`src/rtl/fault_pkg.sv`:
```
// Shared encodings, FSM state type and helpers for the parametrised XGMII
// receive link-fault state machine.
package fault_pkg;

   localparam logic [1:0] LINK_FAULT_OK     = 2'd0;
   localparam logic [1:0] LINK_FAULT_LOCAL  = 2'd1;
   localparam logic [1:0] LINK_FAULT_REMOTE = 2'd2;

   localparam int unsigned MAX_COLS = 4;
   localparam int unsigned ADD_W    = 3;

   typedef enum logic [1:0] {
      ST_INIT  = 2'd0,
      ST_COUNT = 2'd1,
      ST_FAULT = 2'd2
   } state_e;

   // Number of set bits in a per-beat column vector (up to four columns).
   function automatic logic [ADD_W-1:0] popcount(input logic [MAX_COLS-1:0] v);
      logic [ADD_W-1:0] n;
      n = '0;
      for (int i = 0; i < int'(MAX_COLS); i++) begin
         n = n + ADD_W'(v[i]);
      end
      return n;
   endfunction

endpackage

```
`src/rtl/fault_stat.sv`:
```
// Per-fault-type status bookkeeping: status register, rising-edge interrupt
// pulse, sticky flag and saturating entry counter.
module fault_stat #(
   parameter int unsigned CNT_W = 16
) (
   input  logic             clk_i,
   input  logic             rst_i,
   input  logic             flt_i,
   input  logic             sticky_clr_i,
   input  logic             cnt_clr_i,
   output logic             status_o,
   output logic             int_o,
   output logic             sticky_o,
   output logic [CNT_W-1:0] cnt_o
);

   logic             status_q;
   logic             int_q;
   logic             sticky_q;
   logic [CNT_W-1:0] cnt_q;
   logic [CNT_W-1:0] cnt_d;
   logic             rise_c;

   assign rise_c = flt_i & ~status_q;

   // A coincident clear and increment leaves the counter at one.
   always_comb begin
      cnt_d = cnt_q;
      if (rise_c) begin
         if (cnt_clr_i) begin
            cnt_d = CNT_W'(1);
         end else if (!(&cnt_q)) begin
            cnt_d = cnt_q + CNT_W'(1);
         end
      end else if (cnt_clr_i) begin
         cnt_d = '0;
      end
   end

   always_ff @(posedge clk_i) begin
      if (rst_i) begin
         status_q <= 1'b0;
         int_q    <= 1'b0;
         sticky_q <= 1'b0;
         cnt_q    <= '0;
      end else begin
         status_q <= flt_i;
         int_q    <= rise_c;
         sticky_q <= rise_c | (sticky_q & ~sticky_clr_i);
         cnt_q    <= cnt_d;
      end
   end

   assign status_o = status_q;
   assign int_o    = int_q;
   assign sticky_o = sticky_q;
   assign cnt_o    = cnt_q;

endmodule

```
`src/rtl/fault_sm_param.sv`:
```
// XGMII receive link-fault qualification at COLS columns per beat, with
// per-type status, interrupt, sticky and counter outputs.
module fault_sm_param
   import fault_pkg::*;
#(
   parameter int unsigned COLS         = 2,
   parameter int unsigned FAULT_THRESH = 4,
   parameter int unsigned WINDOW_COLS  = 128,
   parameter int unsigned CNT_W        = 16
) (
   input  logic             clk_xgmii_rx,
   input  logic             reset_xgmii_rx,
   input  logic             cfg_fault_en,
   input  logic [COLS-1:0]  local_fault_msg_det,
   input  logic [COLS-1:0]  remote_fault_msg_det,
   output logic             status_local_fault_crx,
   output logic             status_remote_fault_crx,
   output logic [1:0]       link_fault,
   output logic             int_local_fault,
   output logic             int_remote_fault,
   output logic             sticky_local_fault,
   output logic             sticky_remote_fault,
   input  logic             sticky_clr,
   input  logic             cnt_clr,
   output logic [CNT_W-1:0] local_fault_cnt,
   output logic [CNT_W-1:0] remote_fault_cnt
);

   localparam int unsigned COL_W = $clog2(WINDOW_COLS + 2 * COLS + 1);
   localparam int unsigned SEQ_W = $clog2(FAULT_THRESH + 1);
   localparam int unsigned SUM_W = SEQ_W + 1;

   state_e           state_q, state_d;
   logic [COL_W-1:0] col_q, col_d;
   logic [SEQ_W-1:0] seq_q, seq_d;
   logic [1:0]       last_q, last_d;
   logic [1:0]       lf_q, lf_d;

   logic [COLS-1:0]  any_vec;
   logic             any_f;
   logic [1:0]       seq_type;
   logic [ADD_W-1:0] seq_add;
   logic [ADD_W-1:0] f_idx;
   logic [COL_W-1:0] ld_col;
   logic [COL_W-1:0] col_inc;
   logic [SUM_W-1:0] seq_sum;
   logic             add_qual;
   logic             sum_qual;
   logic             flt_local_c;
   logic             flt_remote_c;

   function automatic logic [SEQ_W-1:0] sat_seq(input logic [SUM_W-1:0] v);
      return (v >= SUM_W'(FAULT_THRESH)) ? SEQ_W'(FAULT_THRESH) : SEQ_W'(v);
   endfunction

   // Per-beat decode; local faults take priority when both types appear.
   always_comb begin
      any_vec  = local_fault_msg_det | remote_fault_msg_det;
      any_f    = |any_vec;
      seq_type = LINK_FAULT_OK;
      if (|local_fault_msg_det) begin
         seq_type = LINK_FAULT_LOCAL;
      end else if (|remote_fault_msg_det) begin
         seq_type = LINK_FAULT_REMOTE;
      end
      seq_add = (|local_fault_msg_det) ? popcount(MAX_COLS'(local_fault_msg_det))
                                       : popcount(MAX_COLS'(remote_fault_msg_det));
      f_idx = '0;
      for (int i = int'(COLS) - 1; i >= 0; i--) begin
         if (any_vec[i]) begin
            f_idx = ADD_W'(i);
         end
      end
   end

   assign ld_col   = COL_W'(COLS) - COL_W'(f_idx);
   assign col_inc  = col_q + COL_W'(COLS);
   assign seq_sum  = SUM_W'(seq_q) + SUM_W'(seq_add);
   assign add_qual = SUM_W'(seq_add) >= SUM_W'(FAULT_THRESH);
   assign sum_qual = seq_sum >= SUM_W'(FAULT_THRESH);

   always_comb begin
      state_d = state_q;
      col_d   = col_q;
      seq_d   = seq_q;
      last_d  = last_q;
      lf_d    = lf_q;
      unique case (state_q)
         ST_INIT: begin
            if (any_f) begin
               last_d = seq_type;
               col_d  = ld_col;
               seq_d  = sat_seq(SUM_W'(seq_add));
               if (add_qual) begin
                  state_d = ST_FAULT;
                  lf_d    = seq_type;
               end else begin
                  state_d = ST_COUNT;
               end
            end
         end
         ST_COUNT: begin
            if (col_q >= COL_W'(WINDOW_COLS) ||
                (!any_f && col_inc > COL_W'(WINDOW_COLS))) begin
               state_d = ST_INIT;
               col_d   = '0;
               seq_d   = '0;
               lf_d    = LINK_FAULT_OK;
            end else if (any_f && seq_type != last_q) begin
               last_d = seq_type;
               col_d  = ld_col;
               seq_d  = sat_seq(SUM_W'(seq_add));
            end else if (any_f && sum_qual) begin
               state_d = ST_FAULT;
               lf_d    = seq_type;
               col_d   = '0;
               seq_d   = sat_seq(seq_sum);
            end else begin
               col_d = col_inc;
               seq_d = sat_seq(seq_sum);
            end
         end
         ST_FAULT: begin
            if (any_f && seq_type == last_q) begin
               col_d = '0;
            end else if (any_f) begin
               // New fault type: requalify while still reporting the old one.
               state_d = ST_COUNT;
               last_d  = seq_type;
               col_d   = ld_col;
               seq_d   = sat_seq(SUM_W'(seq_add));
            end else if (col_inc > COL_W'(WINDOW_COLS)) begin
               state_d = ST_INIT;
               col_d   = '0;
               seq_d   = '0;
               lf_d    = LINK_FAULT_OK;
            end else begin
               col_d = col_inc;
            end
         end
         default: begin
            state_d = ST_INIT;
         end
      endcase
      if (!cfg_fault_en) begin
         state_d = ST_INIT;
         col_d   = '0;
         seq_d   = '0;
         last_d  = LINK_FAULT_OK;
         lf_d    = LINK_FAULT_OK;
      end
   end

   always_ff @(posedge clk_xgmii_rx) begin
      if (reset_xgmii_rx) begin
         state_q <= ST_INIT;
         col_q   <= '0;
         seq_q   <= '0;
         last_q  <= LINK_FAULT_OK;
         lf_q    <= LINK_FAULT_OK;
      end else begin
         state_q <= state_d;
         col_q   <= col_d;
         seq_q   <= seq_d;
         last_q  <= last_d;
         lf_q    <= lf_d;
      end
   end

   assign link_fault   = lf_q;
   assign flt_local_c  = cfg_fault_en && (lf_q == LINK_FAULT_LOCAL);
   assign flt_remote_c = cfg_fault_en && (lf_q == LINK_FAULT_REMOTE);

   fault_stat #(.CNT_W(CNT_W)) u_stat_local (
      .clk_i        (clk_xgmii_rx),
      .rst_i        (reset_xgmii_rx),
      .flt_i        (flt_local_c),
      .sticky_clr_i (sticky_clr),
      .cnt_clr_i    (cnt_clr),
      .status_o     (status_local_fault_crx),
      .int_o        (int_local_fault),
      .sticky_o     (sticky_local_fault),
      .cnt_o        (local_fault_cnt)
   );

   fault_stat #(.CNT_W(CNT_W)) u_stat_remote (
      .clk_i        (clk_xgmii_rx),
      .rst_i        (reset_xgmii_rx),
      .flt_i        (flt_remote_c),
      .sticky_clr_i (sticky_clr),
      .cnt_clr_i    (cnt_clr),
      .status_o     (status_remote_fault_crx),
      .int_o        (int_remote_fault),
      .sticky_o     (sticky_remote_fault),
      .cnt_o        (remote_fault_cnt)
   );

endmodule

```
`config.mk`:
```
export PLATFORM = sky130hd
export DESIGN_NAME = fault_sm_param
export DESIGN_NICKNAME = d
export VERILOG_FILES = /design/src/rtl/fault_pkg.sv /design/src/rtl/fault_stat.sv /design/src/rtl/fault_sm_param.sv
export SDC_FILE = /design/constraint.sdc
export NUM_CORES = 1
export LEC_CHECK = 0
export ABC_AREA = 1
export CORE_ASPECT_RATIO = 0.9
export CORE_MARGIN = 2
export CORE_UTILIZATION = 40
export DETAILED_ROUTE_END_ITERATION = 16
export MAX_ROUTING_LAYER = met4
export PLACE_DENSITY = 0.61
export SLEW_MARGIN = 30
export SYNTH_ARGS = -nofsm -noshare
export SYNTH_HDL_FRONTEND = slang
export SYNTH_SLANG_ARGS = --single-unit
export TNS_END_PERCENT = 20
```
`constraint.sdc`:
```
create_clock -name clk_xgmii_rx -period 2.4 [get_ports clk_xgmii_rx]
set_input_delay 0.24 -clock clk_xgmii_rx [delete_from_list [all_inputs] [get_ports clk_xgmii_rx]]
set_output_delay 0.24 -clock clk_xgmii_rx [all_outputs]
set_load 0.01 [all_outputs]
```
## After elaboration in Yosys (flattened, before gate mapping)

Index checks and enable logic that the tools add are counted.

- Input port bits: 9
- Register bits after elaboration: 55
- Logic and storage cells: 129
- Output and inout bits: 40

- Eq/ne operators: 18
- Multiplexer cells: 51
- Bitwise operators: 11
- Order comparisons: 4
- $add $sub $neg: 7
- Reduce and logical (&&, ||, !) cells: 25

Operator list:

| kind | number |
|---|---|
| 16-bit 2-to-1 mux | 7 |
| 8-bit 2-to-1 mux | 7 |
| 2-bit 2-to-1 mux | 22 |
| 16-bit by 1-bit adder with 16-bit output, second input constant | 2 |
| 16-bit AND reduction | 2 |
| 3-bit 2-to-1 mux | 9 |
| 8-bit one-hot mux with 3 select lines | 1 |
| 2-bit != test, second input constant | 9 |
| 2-bit one-hot mux with 3 select lines | 3 |
| 3-bit != test, second input constant | 3 |
| 3-bit one-hot mux with 3 select lines | 1 |
| 8-bit by 2-bit adder with 8-bit output, second input constant | 1 |
| 8-bit greater-or-equal comparator, second input constant | 1 |
| 8-bit > comparator, second input constant | 1 |
| 4-bit AND reduction | 2 |
| 8-bit AND reduction | 1 |
| 2-bit OR reduction | 4 |
| 1-bit logical AND | 6 |
| 2-bit AND reduction | 3 |
| 5-bit AND reduction | 1 |
| 1-bit by 1-bit adder with 2-bit output | 2 |
| 3-bit by 2-bit adder with 4-bit output | 1 |
| 1-bit bitwise AND | 4 |
| 2-bit by 1-bit equality test with 1-bit output, second input constant | 2 |
| other kinds (15) | 21 |

## Longest topological paths before layout

- Depth in word-level cells: 9
- Gate-level depth with buffers: 16
- Mapped depth without buffers: 15

## Modules after synthesis

Synthesis repeated with hierarchy kept, for this count alone.

- Cell total of the unflattened synthesis: 624
- Area, all modules: 3843.7 um^2

By module, submodules not included:

| module | seq. area each (um^2) | instances | area each (um^2) | cells each |
|---|---|---|---|---|
| fault_stat | 380.4 | 2 | 1216.2 | 202 |
| fault_sm_param | 340.3 | 1 | 1411.4 | 220 |

## Least setup slack after synthesis

Ideal clock, no wire load.

- Kind: input-to-reg
- Start: input port local_fault_msg_det[1]
- End: register col_q[7]
- Path slack: 166 ps
- Required time: 2329 ps
- Library setup time: 71 ps
- Buffers on the path: 1
- Cell stages on the path: 15
- Arrival: 2164 ps
- Cell sequence: inv_1 -> ha_1 -> buf_2 -> inv_1 -> nand2_1 -> nand2_1 -> ha_1 -> fa_1 -> o211ai_1 -> nand2_1 -> nor2_1 -> nand4_1 -> nand2_1 -> nand3_1 -> a21oi_1

- Longest elaborated chain between the ends: 9
- Elaborated cells between the ends (all ways): 28
- Classes of those cells: 3 x add/sub; 1 x order compare; 3 x eq/ne; 11 x mux; 1 x bitwise; 9 x reduce/logical

Ends and longest elaborated chain:

| what | RTL line | text |
|---|---|---|
| start, declared | fault_sm_param.sv:14 | `input logic [COLS-1:0] local_fault_msg_det,` |
| 1-bit by 1-bit adder with 2-bit output / 2-bit OR reduction (equally long branches) | fault_pkg.sv:23, fault_sm_param.sv:61, fault_sm_param.sv:66 |  |
| 2-bit 2-to-1 mux | fault_sm_param.sv:66 | `seq_add = (\|local_fault_msg_det) ? popcount(MAX_COLS'(local_fault_msg_det))` |
| 3-bit by 2-bit adder with 4-bit output | fault_sm_param.sv:78 | `assign seq_sum = SUM_W'(seq_q) + SUM_W'(seq_add);` |
| 4-bit by 3-bit greater-or-equal comparator with 1-bit output | fault_sm_param.sv:80 | `assign sum_qual = seq_sum >= SUM_W'(FAULT_THRESH);` |
| 1-bit logical AND | fault_sm_param.sv:113 | `end else if (any_f && sum_qual) begin` |
| 8-bit 2-to-1 mux | fault_sm_param.sv:113 |  |
| 8-bit 2-to-1 mux | fault_sm_param.sv:109 | `end else if (any_f && seq_type != last_q) begin` |
| 8-bit 2-to-1 mux | fault_sm_param.sv:103 | `if (col_q >= COL_W'(WINDOW_COLS) \|\|` |
| 8-bit one-hot mux with 3 select lines | fault_sm_param.sv:88 | `unique case (state_q)` |
| end signal, assigned | fault_sm_param.sv:163 | `col_q <= col_d;` |
| end, declared | fault_sm_param.sv:34 | `logic [COL_W-1:0] col_q, col_d;` |

Several ways; a longest one is shown, not always the timed one. The select of a mux whose other input is x is not followed.
A chain may end at the register's enable or synchronous reset.

## Worst setup path after layout

- Start: register col_q[2]
- End: register seq_q[2]

- Longest elaborated chain between the ends: 6
- Elaborated cells between the ends (all ways): 9
- Classes of those cells: 1 x add/sub; 2 x order compare; 1 x eq/ne; 2 x mux; 3 x reduce/logical

Ends and longest elaborated chain:

| what | RTL line | text |
|---|---|---|
| 8-bit by 2-bit adder with 8-bit output | fault_sm_param.sv:77 | `assign col_inc = col_q + COL_W'(COLS);` |
| 8-bit > comparator | fault_sm_param.sv:104, fault_sm_param.sv:132 |  |
| 1-bit logical AND | fault_sm_param.sv:104 | `(!any_f && col_inc > COL_W'(WINDOW_COLS))) begin` |
| 1-bit logical OR | fault_sm_param.sv:103 |  |
| 3-bit 2-to-1 mux | fault_sm_param.sv:103 |  |
| 3-bit one-hot mux with 3 select lines | fault_sm_param.sv:88 |  |
| end signal, assigned | fault_sm_param.sv:164 | `seq_q <= seq_d;` |
| end, declared | fault_sm_param.sv:35 | `logic [SEQ_W-1:0] seq_q, seq_d;` |

Several ways; a longest one is shown, not always the timed one.

==> results.py <==
metrics = {
    "yosys": {
        "synthAdderAreaFrac_pct": 5.52,
        "synth_compound_area_share_pct": 13.7,
        "synth_top_area_share_pct": 33.3,
        "synth_seq_cells": 55,
        "syn_nets": 528,
        "synthesis.instances": 505,
        "netlist_area_um2": 3310,
        "netlist.top_cell.by_area": "dfxtp_1",
        "ys_warn_count": 0,
        "yosys.area_share.simple_pct": 36.3,
        "avgSynthCellArea_um2": 6.55,
        "synth_top_family_by_area": "simple AND/OR/NAND/NOR gates",
        "synth_cell_types": 40,
        "netlist_top_cells_area": "dfxtp_1 33%, nand2_1 13%, inv_1 8.6%",
        "synthMuxAreaShare_pct": 0,
        "synthXorXnorAreaFrac_pct": 0.794,
        "ys_seq_area_share_pct": 33.3,
    },
    "global_routing": {
        "grt_first_pass_wirelength_um": 14500,
        "gr-total-overflow": 0,
        "grt_pass1_vias": 3087,
        "grt.total_usage_pct": 19.8,
        "antenna_found_initial": 0,
        "grt_max_degree": 25,
    },
    "setup_path": {
        "worstSetupPathType": "reg2reg",
        "cp-end-kind": "flop",
        "cp_cell_sequence": "ha_1, nand3_1, nand2_1, nand2_1, inv_1, nand2_1, o21ai_1, nand3_1, nand2_1, inv_2, nand3_2, nand2_1, nand2_1, nor2_1",
        "worst_r2r_path_depth": 14,
        "path_common_cell": "nand2_1",
        "max_stage_delay_ns": 0.40,
        "cp.arrival_ns": 2.34,
        "crit_required_ns": 2.61,
        "crit_family": "simple AND/OR/NAND/NOR gates",
        "crit_slowest_cell": "dfxtp_1",
        "path_max_fanout": 5,
        "start_kind": "flop",
        "crit_cells": 14,
        "worst-path-buf-inv": 2,
    },
    "layout": {
        "syn2layout_area_growth_pct": 28.4,
        "drive_gt1_share_pct": 12.6,
        "seq_area_um2": 1100,
        "mostFrequentLayoutCells": "111 x nand2_1, 74 x inv_1, 55 x dfxtp_1",
        "fin_nets": 604,
        "nFillCells": 800,
        "antenna_cells": 0,
        "final_common_cell": "nand2_1",
        "multi_input_area_um2": 1900,
        "final_util_pct": 52.9,
    },
    "clock_tree": {
        "clock-root-buffer": "clkbuf_8",
        "numCtsBuffers": 5,
        "cts_sinks": 55,
        "clk_pin_slew_ns": 0.10,
        "cts_tree": "built",
        "insertion_delay_ns": 0.32,
        "htreeDepth": 2,
        "cts_hold_buf": 0,
        "clockBufferDepth": 2,
    },
    "pwr": {
        "leakage_nw": 1.75,
        "power_density_nw_per_um2": 454,
        "ir_worst_vdd_v": 0.000237,
    },
    "timing": {
        "worstMarginPinSlew_ns": 0.498,
        "finClkSkew_ns": 0.0195,
        "fmax_ghz": 0.469,
        "post-route-period-util_pct": 88.8,
        "hold_violations": 0,
        "setup_ws_ns": 0.269,
        "fin_crit_ns": 2.13,
        "maxSlewViolCount": 0,
        "fin_setup_tns_ns": 0,
        "setup_violations": 0,
        "slew_headroom_pct": 66.7,
        "rsz0062_at_grt": "no",
    },
    "routing": {
        "drtPass1Iterations": 5,
        "route.detailed.drc": 0,
        "viasPerCell": 5.01,
        "drt-total-wl_um": 8620,
        "drtIter0Drc": 153,
        "ant_nets": 0,
        "wire_per_inst_um": 12.7,
        "vias": 3406,
    },
    "job": {
        "maxCapViolations": 0,
    },
    "outcome": {
        "status": "complete, no violations",
    },
    "floorplanning": {
        "die_x_um": 99.9,
        "core-area_um2": 8030,
        "ios": 49,
        "die_h_um": 90.3,
        "rows": 31,
        "die-area_um2": 9020,
        "start_util_pct": 41.2,
    },
    "placed_design": {
        "gp_congestion": 0.882,
        "hpwl_um": 6600,
        "pre_cts_slack_ns": -0.356,
        "portBuffers": 48,
    },
    "hold_path": {
        "hp-class": "reg2reg",
        "hold_depth": 2,
    },
}
[Yosys cell counts]
master,n
nand3_2,4
a21boi_1,1
nand4_1,18
buf_6,1
nor4_1,1
nor3_2,1
nor2_1,52
o211ai_1,2
clkbuf_1,4
o31ai_1,1
o21ai_0,28
a211oi_1,1
or2_2,1
a21oi_1,43
nand3_1,37
clkinv_2,1
fa_1,1
inv_1,76
nand2_2,7
nor2_4,1
and3_1,2
ha_1,13
nand3b_1,2
nor3_1,13
nor2_2,2
xor2_1,3
a22oi_1,1
o22ai_1,1
buf_1,1
dfxtp_1,55
nand2_1,113
a21oi_2,1
a21o_1,1
nand4_2,3
inv_2,4
nand2_4,2
buf_2,2
o21bai_1,1
o21ai_1,3
a31o_2,1
[tightest hold or removal path, stage by stage, from the launching register on]
cell and delay [ns]:
dfxtp_1 0.32, nand2_1 0.06, a21oi_1 0.06
[sequential cells by signal, summed over array words and instances, names as in the netlist]
register                cells
last_q                      2
u_stat_local.int_o          1
u_stat_local.sticky_o       1
u_stat_local.cnt_o         16
u_stat_remote.status_o      1
state_q                     2
u_stat_remote.sticky_o      1
u_stat_remote.int_o         1
link_fault                  2
u_stat_remote.cnt_o        16
u_stat_local.status_o       1
col_q                       8
seq_q                       3
[routing by layer]
metal	wire, um	GRT usage [%]	up-vias	part of all wire (%)
li1	-	-	1797	-
met1	4610	29.5	1542	53
met2	3620	28.5	62	42
met3	334	2.79	5	3.9
met4	56	3.88	0	0.65
met5	0	-	-	0
[area by class of cell]
| type | count | area share, % |
|---|---|---|
| multi-input cells | 361 | 44.8 |
| flip-flops and latches | 55 | 25.9 |
| repair buffers | 77 | 16.7 |
| inverters | 81 | 7.18 |
| well taps | 99 | 2.92 |
| clock buffers | 5 | 1.62 |
| clock inverters | 2 | 0.883 |
[cells by family (layout without fill, tap and decap cells)]
group                      after synthesis  count (layout)
and+or+nand+nor                        259             259
buffers and inverters                   89             165
AOI/OAI and AO/OA                       85              85
DFF                                     55              55
adders and majority gates               14              14
xor gates and xnor gates                 3               3
[power breakdown]
part           switching (W)  leakage, nW  internal [W]  total [W]
Clock               0.000317       0.0502      0.000306   0.000623
Combinational       0.000218         1.26      0.000146   0.000364
Sequential         0.0000140        0.444      0.000930   0.000944
Total               0.000549         1.75       0.00138    0.00193
[stage by stage]
stage	hold slack, ns	std cells	total power [W]	cell area [um2]
floorplan	0.415	505	0.00118	3310
global placement	0.459	671	0.00131	4080
detailed placement	0.458	671	0.00131	4080
CTS	0.475	678	0.00193	4190
global route	0.489	680	0.00202	4250
finish	0.475	680	0.00193	4250
[repair_timing]
| item | in CTS | in global routing |
|---|---|---|
| cloned | 0 | 0 |
| gates resized for setup | 3 | 13 |
| buffers inserted | 0 | 2 |
| pin swaps | 0 | 8 |
| setup endpoints to repair | 6 | 14 |
| endpoints found under the hold margin | 0 | 0 |
[path summary, 6_finish.rpt]
kind / from / to / slack [ns]
hold reg to reg: u_stat_local.sticky_o / u_stat_local.sticky_o / 0.48
setup reg to reg: col_q[2] / seq_q[2] / 0.27
hold / removal: u_stat_local.sticky_o / u_stat_local.sticky_o / 0.48
setup / recovery: col_q[2] / seq_q[2] / 0.27
Note: power is estimated with default switching activity, not from simulation.
